File: src/rtl/mem_arb_pkg.sv
// mem_arb_pkg: shared state, grant and request types for the memory port arbiter
package mem_arb_pkg;
  localparam int ARB_ADDR_W = 32;
  localparam int ARB_DATA_W = 32;
  localparam int ARB_BE_W = ARB_DATA_W / 8;
  typedef enum logic [1:0] {IDLE, WAIT, RESP} state_t;
  typedef enum logic {GNT_I, GNT_D} grant_t;
  typedef struct packed {
    logic                  we;
    logic [ARB_BE_W-1:0]   be;
    logic [ARB_ADDR_W-1:0] addr;
    logic [ARB_DATA_W-1:0] wdata;
  } req_t;
endpackage

File: src/rtl/mem_port_arbiter_if.sv
// mem_port_arbiter_if: fetch, load/store and backend signals of the shared memory port
interface mem_port_arbiter_if #(
  parameter int ADDR_W = 32,
  parameter int DATA_W = 32
);
  logic              i_req;
  logic [ADDR_W-1:0] i_addr;
  logic [DATA_W-1:0] i_rdata;
  logic              i_ack;
  logic              d_req;
  logic              d_we;
  logic [DATA_W/8-1:0] d_be;
  logic [ADDR_W-1:0] d_addr;
  logic [DATA_W-1:0] d_wdata;
  logic [DATA_W-1:0] d_rdata;
  logic              d_ack;
  logic              m_req;
  logic              m_we;
  logic [DATA_W/8-1:0] m_be;
  logic [ADDR_W-1:0] m_addr;
  logic [DATA_W-1:0] m_wdata;
  logic [DATA_W-1:0] m_rdata;
  logic              m_ack;
  logic              bus_err;
  modport master (
    input  i_req, i_addr, d_req, d_we, d_be, d_addr, d_wdata, m_rdata, m_ack,
    output i_rdata, i_ack, d_rdata, d_ack, m_req, m_we, m_be, m_addr, m_wdata, bus_err
  );
  modport slave (
    output i_req, i_addr, d_req, d_we, d_be, d_addr, d_wdata, m_rdata, m_ack,
    input  i_rdata, i_ack, d_rdata, d_ack, m_req, m_we, m_be, m_addr, m_wdata, bus_err
  );
endinterface

File: src/rtl/arb_wait_timer.sv
// arb_wait_timer: counts backend wait cycles and flags when MAX_WAIT is reached
module arb_wait_timer #(
  parameter int MAX_WAIT = 255
) (
  input  logic clk,
  input  logic reset,
  input  logic i_clear,
  input  logic i_enable,
  output logic o_expired
);
  localparam int W = $clog2(MAX_WAIT + 1);
  logic [W-1:0] r_cnt;
  assign o_expired = r_cnt == W'(MAX_WAIT);
  // count stalled cycles, holding at the limit until the response cycle clears it
  always_ff @(posedge clk)
    r_cnt <= (reset || i_clear) ? '0 : (i_enable && !o_expired) ? r_cnt + W'(1) : r_cnt;
endmodule

File: src/rtl/mem_port_arbiter.sv
// mem_port_arbiter: shares one memory port between fetch and load/store; define ARB_RR_EN for round-robin ties
module mem_port_arbiter
  import mem_arb_pkg::*;
#(
  parameter int ADDR_W   = ARB_ADDR_W,
  parameter int DATA_W   = ARB_DATA_W,
  parameter int MAX_WAIT = 255
) (
  input logic clk,
  input logic reset,
  mem_port_arbiter_if.master bus
);
  localparam int BE_W = DATA_W / 8;
  state_t r_state, w_next;
  grant_t r_gnt, w_gnt;
  req_t r_req, w_req;
  logic r_err;
  logic [DATA_W-1:0] r_i_rdata, r_d_rdata;
  logic w_issue, w_done, w_timeout, w_expired;
  assign w_issue   = r_state == IDLE && (bus.i_req || bus.d_req);
  assign w_done    = r_state == WAIT && bus.m_ack;
  assign w_timeout = r_state == WAIT && !bus.m_ack && w_expired;
`ifdef ARB_RR_EN
  grant_t r_last;
  assign w_gnt = (bus.i_req && bus.d_req) ? (r_last == GNT_D ? GNT_I : GNT_D) : (bus.d_req ? GNT_D : GNT_I);
  // remember the last winner so the other requester takes the next tie
  always_ff @(posedge clk)
    r_last <= reset ? GNT_I : w_issue ? w_gnt : r_last;
`else
  assign w_gnt = bus.d_req ? GNT_D : GNT_I;
`endif
  assign w_req = w_gnt == GNT_D
    ? req_t'{we: bus.d_we, be: ARB_BE_W'(bus.d_be), addr: ARB_ADDR_W'(bus.d_addr), wdata: ARB_DATA_W'(bus.d_wdata)}
    : req_t'{we: 1'b0, be: '1, addr: ARB_ADDR_W'(bus.i_addr), wdata: '0};
  arb_wait_timer #(.MAX_WAIT(MAX_WAIT)) u_timer (
    .clk(clk),
    .reset(reset),
    .i_clear(r_state == RESP),
    .i_enable(r_state == WAIT && !bus.m_ack),
    .o_expired(w_expired)
  );
  // state register
  always_ff @(posedge clk)
    r_state <= reset ? IDLE : w_next;
  // next state: one transaction at a time, response lasts exactly one cycle
  always_comb
    w_next = r_state == IDLE ? ((bus.i_req || bus.d_req) ? WAIT : IDLE)
           : r_state == WAIT ? ((bus.m_ack || w_expired) ? RESP : WAIT) : IDLE;
  // handshake outputs decoded from state and the latched grant
  always_comb begin
    bus.m_req   = r_state == WAIT;
    bus.i_ack   = r_state == RESP && r_gnt == GNT_I;
    bus.d_ack   = r_state == RESP && r_gnt == GNT_D;
    bus.bus_err = r_state == RESP && r_err;
  end
  // latch the winning request on issue; capture read data, or zero it on timeout
  always_ff @(posedge clk)
    if (reset) begin
      r_req     <= '0;
      r_gnt     <= GNT_I;
      r_err     <= 1'b0;
      r_i_rdata <= '0;
      r_d_rdata <= '0;
    end else begin
      if (w_issue) begin
        r_req <= w_req;
        r_gnt <= w_gnt;
      end
      if ((w_done || w_timeout) && r_gnt == GNT_I) r_i_rdata <= w_done ? bus.m_rdata : '0;
      if ((w_done || w_timeout) && r_gnt == GNT_D) r_d_rdata <= w_done ? bus.m_rdata : '0;
      r_err <= w_timeout || (r_err && r_state != RESP);
    end
  assign bus.m_we    = r_req.we;
  assign bus.m_be    = r_req.be[BE_W-1:0];
  assign bus.m_addr  = r_req.addr[ADDR_W-1:0];
  assign bus.m_wdata = r_req.wdata[DATA_W-1:0];
  assign bus.i_rdata = r_i_rdata;
  assign bus.d_rdata = r_d_rdata;
endmodule

File: src/flat_wrapper.sv
// flat-port wrapper written by rule: the top's interface ports become plain ports
module mem_port_arbiter_flat import mem_arb_pkg::*;
#(
  parameter int ADDR_W   = ARB_ADDR_W,
  parameter int DATA_W   = ARB_DATA_W,
  parameter int MAX_WAIT = 255
)
  (clk, reset, bus_i_req, bus_i_addr, bus_d_req, bus_d_we, bus_d_be, bus_d_addr, bus_d_wdata, bus_m_rdata, bus_m_ack, bus_i_rdata, bus_i_ack, bus_d_rdata, bus_d_ack, bus_m_req, bus_m_we, bus_m_be, bus_m_addr, bus_m_wdata, bus_bus_err);
  mem_port_arbiter_if #(.ADDR_W(ADDR_W), .DATA_W(DATA_W)) bus_i ();
  input logic clk;
  input logic reset;
  input wire logic [$bits(bus_i.i_req)-1:0] bus_i_req;
  input wire logic [$bits(bus_i.i_addr)-1:0] bus_i_addr;
  input wire logic [$bits(bus_i.d_req)-1:0] bus_d_req;
  input wire logic [$bits(bus_i.d_we)-1:0] bus_d_we;
  input wire logic [$bits(bus_i.d_be)-1:0] bus_d_be;
  input wire logic [$bits(bus_i.d_addr)-1:0] bus_d_addr;
  input wire logic [$bits(bus_i.d_wdata)-1:0] bus_d_wdata;
  input wire logic [$bits(bus_i.m_rdata)-1:0] bus_m_rdata;
  input wire logic [$bits(bus_i.m_ack)-1:0] bus_m_ack;
  output wire logic [$bits(bus_i.i_rdata)-1:0] bus_i_rdata;
  output wire logic [$bits(bus_i.i_ack)-1:0] bus_i_ack;
  output wire logic [$bits(bus_i.d_rdata)-1:0] bus_d_rdata;
  output wire logic [$bits(bus_i.d_ack)-1:0] bus_d_ack;
  output wire logic [$bits(bus_i.m_req)-1:0] bus_m_req;
  output wire logic [$bits(bus_i.m_we)-1:0] bus_m_we;
  output wire logic [$bits(bus_i.m_be)-1:0] bus_m_be;
  output wire logic [$bits(bus_i.m_addr)-1:0] bus_m_addr;
  output wire logic [$bits(bus_i.m_wdata)-1:0] bus_m_wdata;
  output wire logic [$bits(bus_i.bus_err)-1:0] bus_bus_err;
  assign bus_i.i_req = bus_i_req;
  assign bus_i.i_addr = bus_i_addr;
  assign bus_i.d_req = bus_d_req;
  assign bus_i.d_we = bus_d_we;
  assign bus_i.d_be = bus_d_be;
  assign bus_i.d_addr = bus_d_addr;
  assign bus_i.d_wdata = bus_d_wdata;
  assign bus_i.m_rdata = bus_m_rdata;
  assign bus_i.m_ack = bus_m_ack;
  assign bus_i_rdata = bus_i.i_rdata;
  assign bus_i_ack = bus_i.i_ack;
  assign bus_d_rdata = bus_i.d_rdata;
  assign bus_d_ack = bus_i.d_ack;
  assign bus_m_req = bus_i.m_req;
  assign bus_m_we = bus_i.m_we;
  assign bus_m_be = bus_i.m_be;
  assign bus_m_addr = bus_i.m_addr;
  assign bus_m_wdata = bus_i.m_wdata;
  assign bus_bus_err = bus_i.bus_err;
  mem_port_arbiter #(.ADDR_W(ADDR_W), .DATA_W(DATA_W), .MAX_WAIT(MAX_WAIT)) u_core (.clk(clk), .reset(reset), .bus(bus_i));
endmodule
File: config.mk
export PLATFORM = sky130hd
export DESIGN_NAME = mem_port_arbiter_flat
export DESIGN_NICKNAME = d
export VERILOG_FILES = /design/src/rtl/mem_arb_pkg.sv /design/src/rtl/mem_port_arbiter_if.sv /design/src/rtl/arb_wait_timer.sv /design/src/rtl/mem_port_arbiter.sv /design/src/flat_wrapper.sv
export SDC_FILE = /design/constraint.sdc
export NUM_CORES = 1
export LEC_CHECK = 0
export BUFFER_PORTS_ARGS = -buffer_cell sky130_fd_sc_hd__buf_4
export CAP_MARGIN = 20
export CORE_MARGIN = 2
export CORE_UTILIZATION = 48
export DETAILED_ROUTE_END_ITERATION = 6
export PLACE_DENSITY = 0.85
export REMOVE_ABC_BUFFERS = 1
export SLEW_MARGIN = 20
export SYNTH_ARGS = -nofsm -noshare
export SYNTH_HDL_FRONTEND = slang
export SYNTH_HIERARCHICAL = 1
export SYNTH_SLANG_ARGS = --single-unit
File: constraint.sdc
create_clock -name clk -period 3.6 [get_ports clk]
set_clock_uncertainty 0.2 [all_clocks]
set_input_delay 0.9 -clock clk [delete_from_list [all_inputs] [get_ports clk]]
set_output_delay 0.9 -clock clk [all_outputs]
set_load 0.1 [all_outputs]
==> flow_metrics.env, run 1 <==
export IMPL_period_needed_ns=2.91
export IMPL_vias_per_cell=5.07
export IMPL_post_route_period_util_pct=80.7
export IMPL_dieArea_um2=13700
export IMPL_root_buffer="clkbuf_16"
export IMPL_n_antenna_cell=0
export IMPL_dp_hpwl_um=11500
export IMPL_wl_per_cell_um=15.5
export IMPL_cts_buffers=17
export IMPL_antenna_found_initial=0
export IMPL_start_util_pct=48.9
export IMPL_drt_iter0_drc=416
export IMPL_ys_seq_elements=145
export IMPL_cp_required_ns=2.50
export IMPL_row_count=41
export IMPL_die_x_um=117
export IMPL_ctsLongestPathBuffers=2
export IMPL_grt_max_degree=70
export IMPL_setup_tns_ns=0
export IMPL_hp_class="flop to flop"
export IMPL_holdPathEnd="u_core/bus.i_rdata[4]"
export IMPL_syn_area_um2=6120
export IMPL_clock_latency_ns=0.41
export IMPL_grt_util_all_layers_pct=23.5
export IMPL_grt_pass1_vias=5199
export IMPL_ff2ff_path_depth=7
export IMPL_cp_data_arrival_time_ns=1.81
export IMPL_mostFrequentLayoutCell="buf_4"
export IMPL_ctsResizeCount=0
export IMPL_drt_first_pass_iters=4
export IMPL_cts_tree="built"
export IMPL_clkTransAtPathRegs_ns=0.05
export IMPL_holdBufCountCts=0
export IMPL_htreeDepth=4
export IMPL_powerDensity_nw_per_um2=536
export IMPL_drc=0
export IMPL_timing_rr_end="u_core/bus.i_rdata[27]"
export IMPL_min_delay_start="u_core/bus.i_rdata[4]"
export IMPL_cp_max_fo=8
export IMPL_ios=275
export IMPL_core_um2=12500
export IMPL_path_class="flop to output pin"
export IMPL_gp_congestion=0.874
export IMPL_mostFrequentLayoutCells="buf_4 (283), dfxtp_1 (145), mux2i_1 (99)"
export IMPL_grt_pass1_wl_um=25300
export IMPL_vdd_drop_max_v=0.000372
export IMPL_fill_cells=997
export IMPL_yosysSeqAreaShare_pct=47.4
export IMPL_avgSynthCellArea_um2=9.68
export IMPL_synth_distinct_cells=43
export IMPL_ant_nets=0
export IMPL_status="complete, no violations"
export IMPL_utilization_pct=69.8
export IMPL_relSlewSlack_pct=29.8
export IMPL_power_leakage_nw=3.96
export IMPL_syn_instance_count=632
export IMPL_crit_path_end_kind="output pin"
export IMPL_cts_num_sinks=145
export IMPL_area_delta_synth_final_pct=42.8
export IMPL_maxCapViolations=0
export IMPL_wirelength_um=16500
export IMPL_die_y_um=117
export IMPL_holdPathStages=2
export IMPL_r2r_slack_ns=1.14
export IMPL_tightest_slew_ns=1.05
export IMPL_io_buffers=274
export IMPL_crit_path_start_kind="flop"
export IMPL_setup_violations=0
export IMPL_drive_above_1_share_pct=36.3
export IMPL_clock_fmax_mhz=344
export IMPL_finalMaxSlewViolations=0
export IMPL_r2r_start="u_core/u_timer/r_cnt[5]"
export IMPL_vias=5403
export IMPL_rsz0062_at_grt="false"
export IMPL_fin_nets=1019
export IMPL_post_cts_setup_buffers=0
export IMPL_grt_remaining_overflow=0
export IMPL_final_hold_viol_count=0
export IMPL_yosysWarnings=6
[layout make-up]
cell class,instances,area (µm²),share of cell area (%)
clock buffers,22,484,5.54
clock inverters,10,155,1.77
inverters,6,22.5,0.258
multi-input cells,427,2840,32.5
flip-flops and latches,145,2900,33.2
well taps,172,215,2.46
repair buffers,283,2120,24.3
[how the worst max path moves through the flow]
stage | from | to | slack, ns
final | u_core/r_state[1] | bus_d_ack | 0.69
after detailed placement | bus_m_ack | u_core/u_timer/r_cnt[6] | 0.95
after CTS | u_core/r_state[1] | bus_d_ack | 0.67
after global routing | u_core/r_state[1] | bus_d_ack | 0.55
after floorplan | u_core/r_state[0] | u_core/bus.i_rdata[0] | 0.03
after global placement | bus_m_ack | u_core/u_timer/r_cnt[6] | 1.0
[power breakdown]
group | internal (W) | switching (W)
clock | 0.00123 | 0.000639
combinational | 0.000300 | 0.000785
sequential | 0.00168 | 0.0000444
total | 0.00321 | 0.00147
[Yosys cell counts]
library cell	number	area, µm²
dfxtp_1	145	2900
buf_4	8	60.1
buf_12	3	60.1
or3b_2	1	8.76
o31a_1	1	8.76
nor2_1	9	33.8
nand2_2	1	6.26
a31oi_1	2	12.5
nand4_1	2	12.5
buf_6	9	101
nand3b_1	1	7.51
and3_1	1	6.26
or2_1	2	12.5
clkbuf_2	3	15.0
a2111oi_0	3	26.3
and2_2	1	7.51
nand2_1	73	274
a2111oi_1	1	10.0
nand2b_1	65	407
or3_1	2	12.5
nor3_1	5	25.0
nor3b_2	2	25.0
a311oi_1	1	8.76
a22oi_1	2	15.0
a21oi_1	71	355
and4_1	1	8.76
o21bai_1	1	7.51
o21ai_1	1	5.00
inv_1	6	22.5
a211oi_1	33	248
buf_1	3	11.3
o311a_1	1	10.0
and2_1	2	12.5
buf_2	15	75.1
clkbuf_1	13	48.8
nor2_4	3	33.8
and4bb_2	1	12.5
nor2b_4	1	13.8
mux2i_1	99	991
nor3b_1	2	15.0
o21ai_0	34	170
ha_1	1	12.5
a41oi_1	1	8.76
[registers in the layout, summed over array words and instances, names as in the netlist]
signal and flops:
u_core/bus.m_wdata 32, u_core/r_state 2, u_core/bus.i_rdata 32, u_core/bus.m_we 1, u_core/bus.d_rdata 32, u_core/u_timer/r_cnt 8, u_core/r_gnt 1, u_core/r_err 1
u_core/bus.m_be 4, u_core/bus.m_addr 32
[routing by layer]
layer / vias to the layer above / track usage [%] / wire length, µm
li1: 2694 / - / -
met1: 2514 / 27.2 / 6560
met2: 172 / 40.2 / 8400
met3: 23 / 8.19 / 1240
met4: 0 / 8.78 / 269
met5: - / 0 / 0
[stage by stage]
step	cell area, µm²	setup WS [ns]	total power, W	std cells	hold WS [ns]
2_1_floorplan	5750	0.0322	0.00251	578	0.252
3_3_place_gp	8100	0.995	0.00284	1033	0.257
3_5_place_dp	8100	0.954	0.00285	1033	0.265
4_1_cts	8740	0.670	0.00471	1065	0.274
5_1_grt	8740	0.551	0.00483	1065	0.291
6_report	8740	0.693	0.00468	1065	0.274
[worst max-delay path: stages (launching register included)]
cell and delay (ns):
dfxtp_1 0.55, nand2b_1 0.15, inv_1 0.21, and2_1 0.18
buf_4 0.30
[kinds of logic after synthesis]
logic type | after synthesis | share of synthesized area (%)
muxes | 99 | 16.2
AOI/OAI and AO/OA | 152 | 14.5
buffers and inverters | 60 | 6.44
adders and majority gates | 1 | 0.204
DFF | 145 | 47.4
and+or+nand+nor | 175 | 15.3
Power figures use the tool's default switching activity.
==> run 2, diff against run 1 <==
CORE_UTILIZATION = 47   (was 48)
PLACE_DENSITY = 0.84   (was 0.85)
clock period = 2.9 ns   (was 3.6 ns; I/O delays follow)
==> flow_metrics.env, run 2 (synthesized netlist as in run 1, its figures left out) <==
export IMPL_path_class="flop to output pin"
export IMPL_finalMaxSlewViolations=0
export IMPL_grt_pass1_vias=5286
export IMPL_crit_path_cell_trace="nand2b_1, inv_1, and2_1, buf_4"
export IMPL_swShare_pct=31.9
export IMPL_fin_nets=1022
export IMPL_utilization_pct=69.1
export IMPL_min_delay_start="u_core/bus.m_wdata[23]"
export IMPL_vias_per_cell=5.12
export IMPL_dp_hpwl_um=11300
export IMPL_cp_slowest_cell="dfxtp_1"
export IMPL_mostFrequentLayoutCells="buf_4 (285), dfxtp_1 (145), mux2i_1 (99)"
export IMPL_die_y_um=118
export IMPL_n_antenna_cell=0
export IMPL_cp_slowest_stage_delay_ns=0.58
export IMPL_setup_violations=0
export IMPL_ff2ff_path_depth=7
export IMPL_grt_util_all_layers_pct=23.4
export IMPL_r2r_start="u_core/u_timer/r_cnt[5]"
export IMPL_clock_latency_ns=0.41
export IMPL_ctsLongestPathBuffers=2
export IMPL_io_buffers=274
export IMPL_holdBufCountCts=0
export IMPL_timing_rr_end="u_core/bus.i_rdata[7]"
export IMPL_grt_max_degree=74
export IMPL_crit_path_end_kind="output pin"
export IMPL_power_frac_clock_pct=39.1
export IMPL_tightest_slew_ns=0.840
export IMPL_cts_num_sinks=145
export IMPL_ctsResizeCount=0
export IMPL_drive_above_1_share_pct=36.3
export IMPL_die_x_um=118
export IMPL_seqPwrFrac_pct=37.4
export IMPL_cts_buffers=17
export IMPL_pwr_share_comb_pct=23.6
export IMPL_ant_nets=0
export IMPL_crit_path_start_kind="flop"
export IMPL_drc=0
export IMPL_dieArea_um2=14000
export IMPL_clkTransAtPathRegs_ns=0.06
export IMPL_r2r_slack_ns=0.58
export IMPL_holdPathStages=2
export IMPL_htreeDepth=4
export IMPL_power_switching_w=0.00183
export IMPL_cp_data_arrival_time_ns=1.81
export IMPL_drt_first_pass_iters=4
export IMPL_maxCapViolations=0
export IMPL_mostFrequentLayoutCell="buf_4"
export IMPL_area_delta_synth_final_pct=43.0
export IMPL_internal_power_w=0.00391
export IMPL_relSlewSlack_pct=43.8
export IMPL_cp_max_fo=8
export IMPL_antenna_found_initial=0
export IMPL_gp_congestion=0.837
export IMPL_setup_tns_ns=0
export IMPL_start_util_pct=48.3
export IMPL_grt_pass1_wl_um=26300
export IMPL_row_count=41
export IMPL_cp_required_ns=1.98
export IMPL_clock_fmax_mhz=365
export IMPL_post_route_period_util_pct=94.4
export IMPL_final_hold_viol_count=0
export IMPL_cts_tree="built"
export IMPL_holdPathEnd="u_core/bus.m_wdata[23]"
export IMPL_grt_remaining_overflow=0
export IMPL_post_cts_setup_buffers=0
export IMPL_vias=5470
export IMPL_root_buffer="clkbuf_16"
export IMPL_drt_iter0_drc=481
export IMPL_core_um2=12700
export IMPL_hp_class="flop to flop"
export IMPL_rsz0062_at_grt="false"
export IMPL_wl_per_cell_um=15.4
export IMPL_wirelength_um=16500
export IMPL_vdd_drop_max_v=0.000486
export IMPL_period_needed_ns=2.74
export IMPL_powerDensity_nw_per_um2=656
export IMPL_ios=275
export IMPL_power_leakage_nw=3.97
export IMPL_status="complete, no violations"
==> run 2: worst max-delay path by stage <==
stage	depth (start not counted)	to	slack, ns	from
after floorplan	3	u_core/bus.i_rdata[0]	-0.67	u_core/r_state[0]
after global placement	5	u_core/u_timer/r_cnt[6]	0.48	bus_m_ack
after detailed placement	5	u_core/u_timer/r_cnt[6]	0.38	bus_m_ack
after CTS	4	bus_d_ack	0.12	u_core/r_state[1]
after global routing	4	bus_d_ack	0.05	u_core/r_state[1]
final	4	bus_d_ack	0.16	u_core/r_state[1]
==> run 2: metal layers <==
metal	global-route usage (%)	up-vias	share of wire (%)
met2	39.3	212	49
met4	10.1	0	2.6
met1	27.0	2521	41
met5	0	-	0
met3	7.90	34	7.5
li1	-	2703	-
==> run 2: metrics by stage <==
| step | area, µm² | cells | hold slack (ns) | setup slack [ns] | total power (W) |
|---|---|---|---|---|---|
| floorplan | 5750 | 578 | 0.252 | -0.668 | 0.00312 |
| global placement | 8140 | 1036 | 0.257 | 0.482 | 0.00353 |
| detailed placement | 8140 | 1036 | 0.262 | 0.384 | 0.00354 |
| CTS | 8750 | 1068 | 0.273 | 0.123 | 0.00579 |
| global route | 8750 | 1068 | 0.289 | 0.0510 | 0.00596 |
| finish | 8750 | 1068 | 0.274 | 0.163 | 0.00574 |
==> run 2: worst max-delay path: cells and delay by family (launching register included) <==
family	cells	cell delay [ns]
DFF	1	0.58
buffers and inverters	2	0.49
and+or+nand+nor	2	0.33
==> run 2: power by group through the flow <==
stage | combinational, W | clock, W | sequential (W)
2_1_floorplan | 0.000282 | 0 | 0.00284
3_5_place_dp | 0.00135 | 0 | 0.00219
6_report | 0.00135 | 0.00224 | 0.00215
4_1_cts | 0.00136 | 0.00229 | 0.00215
5_1_grt | 0.00141 | 0.00239 | 0.00216
3_3_place_gp | 0.00135 | 0 | 0.00218
==> run 2: cell type report <==
class,instances,area [µm²]
fillers,981,3920
inverters,6,22.5
repair buffers,286,2160
multi-input cells,427,2840
well taps,172,215
flip-flops and latches,145,2900
clock buffers,24,492
clock inverters,8,126
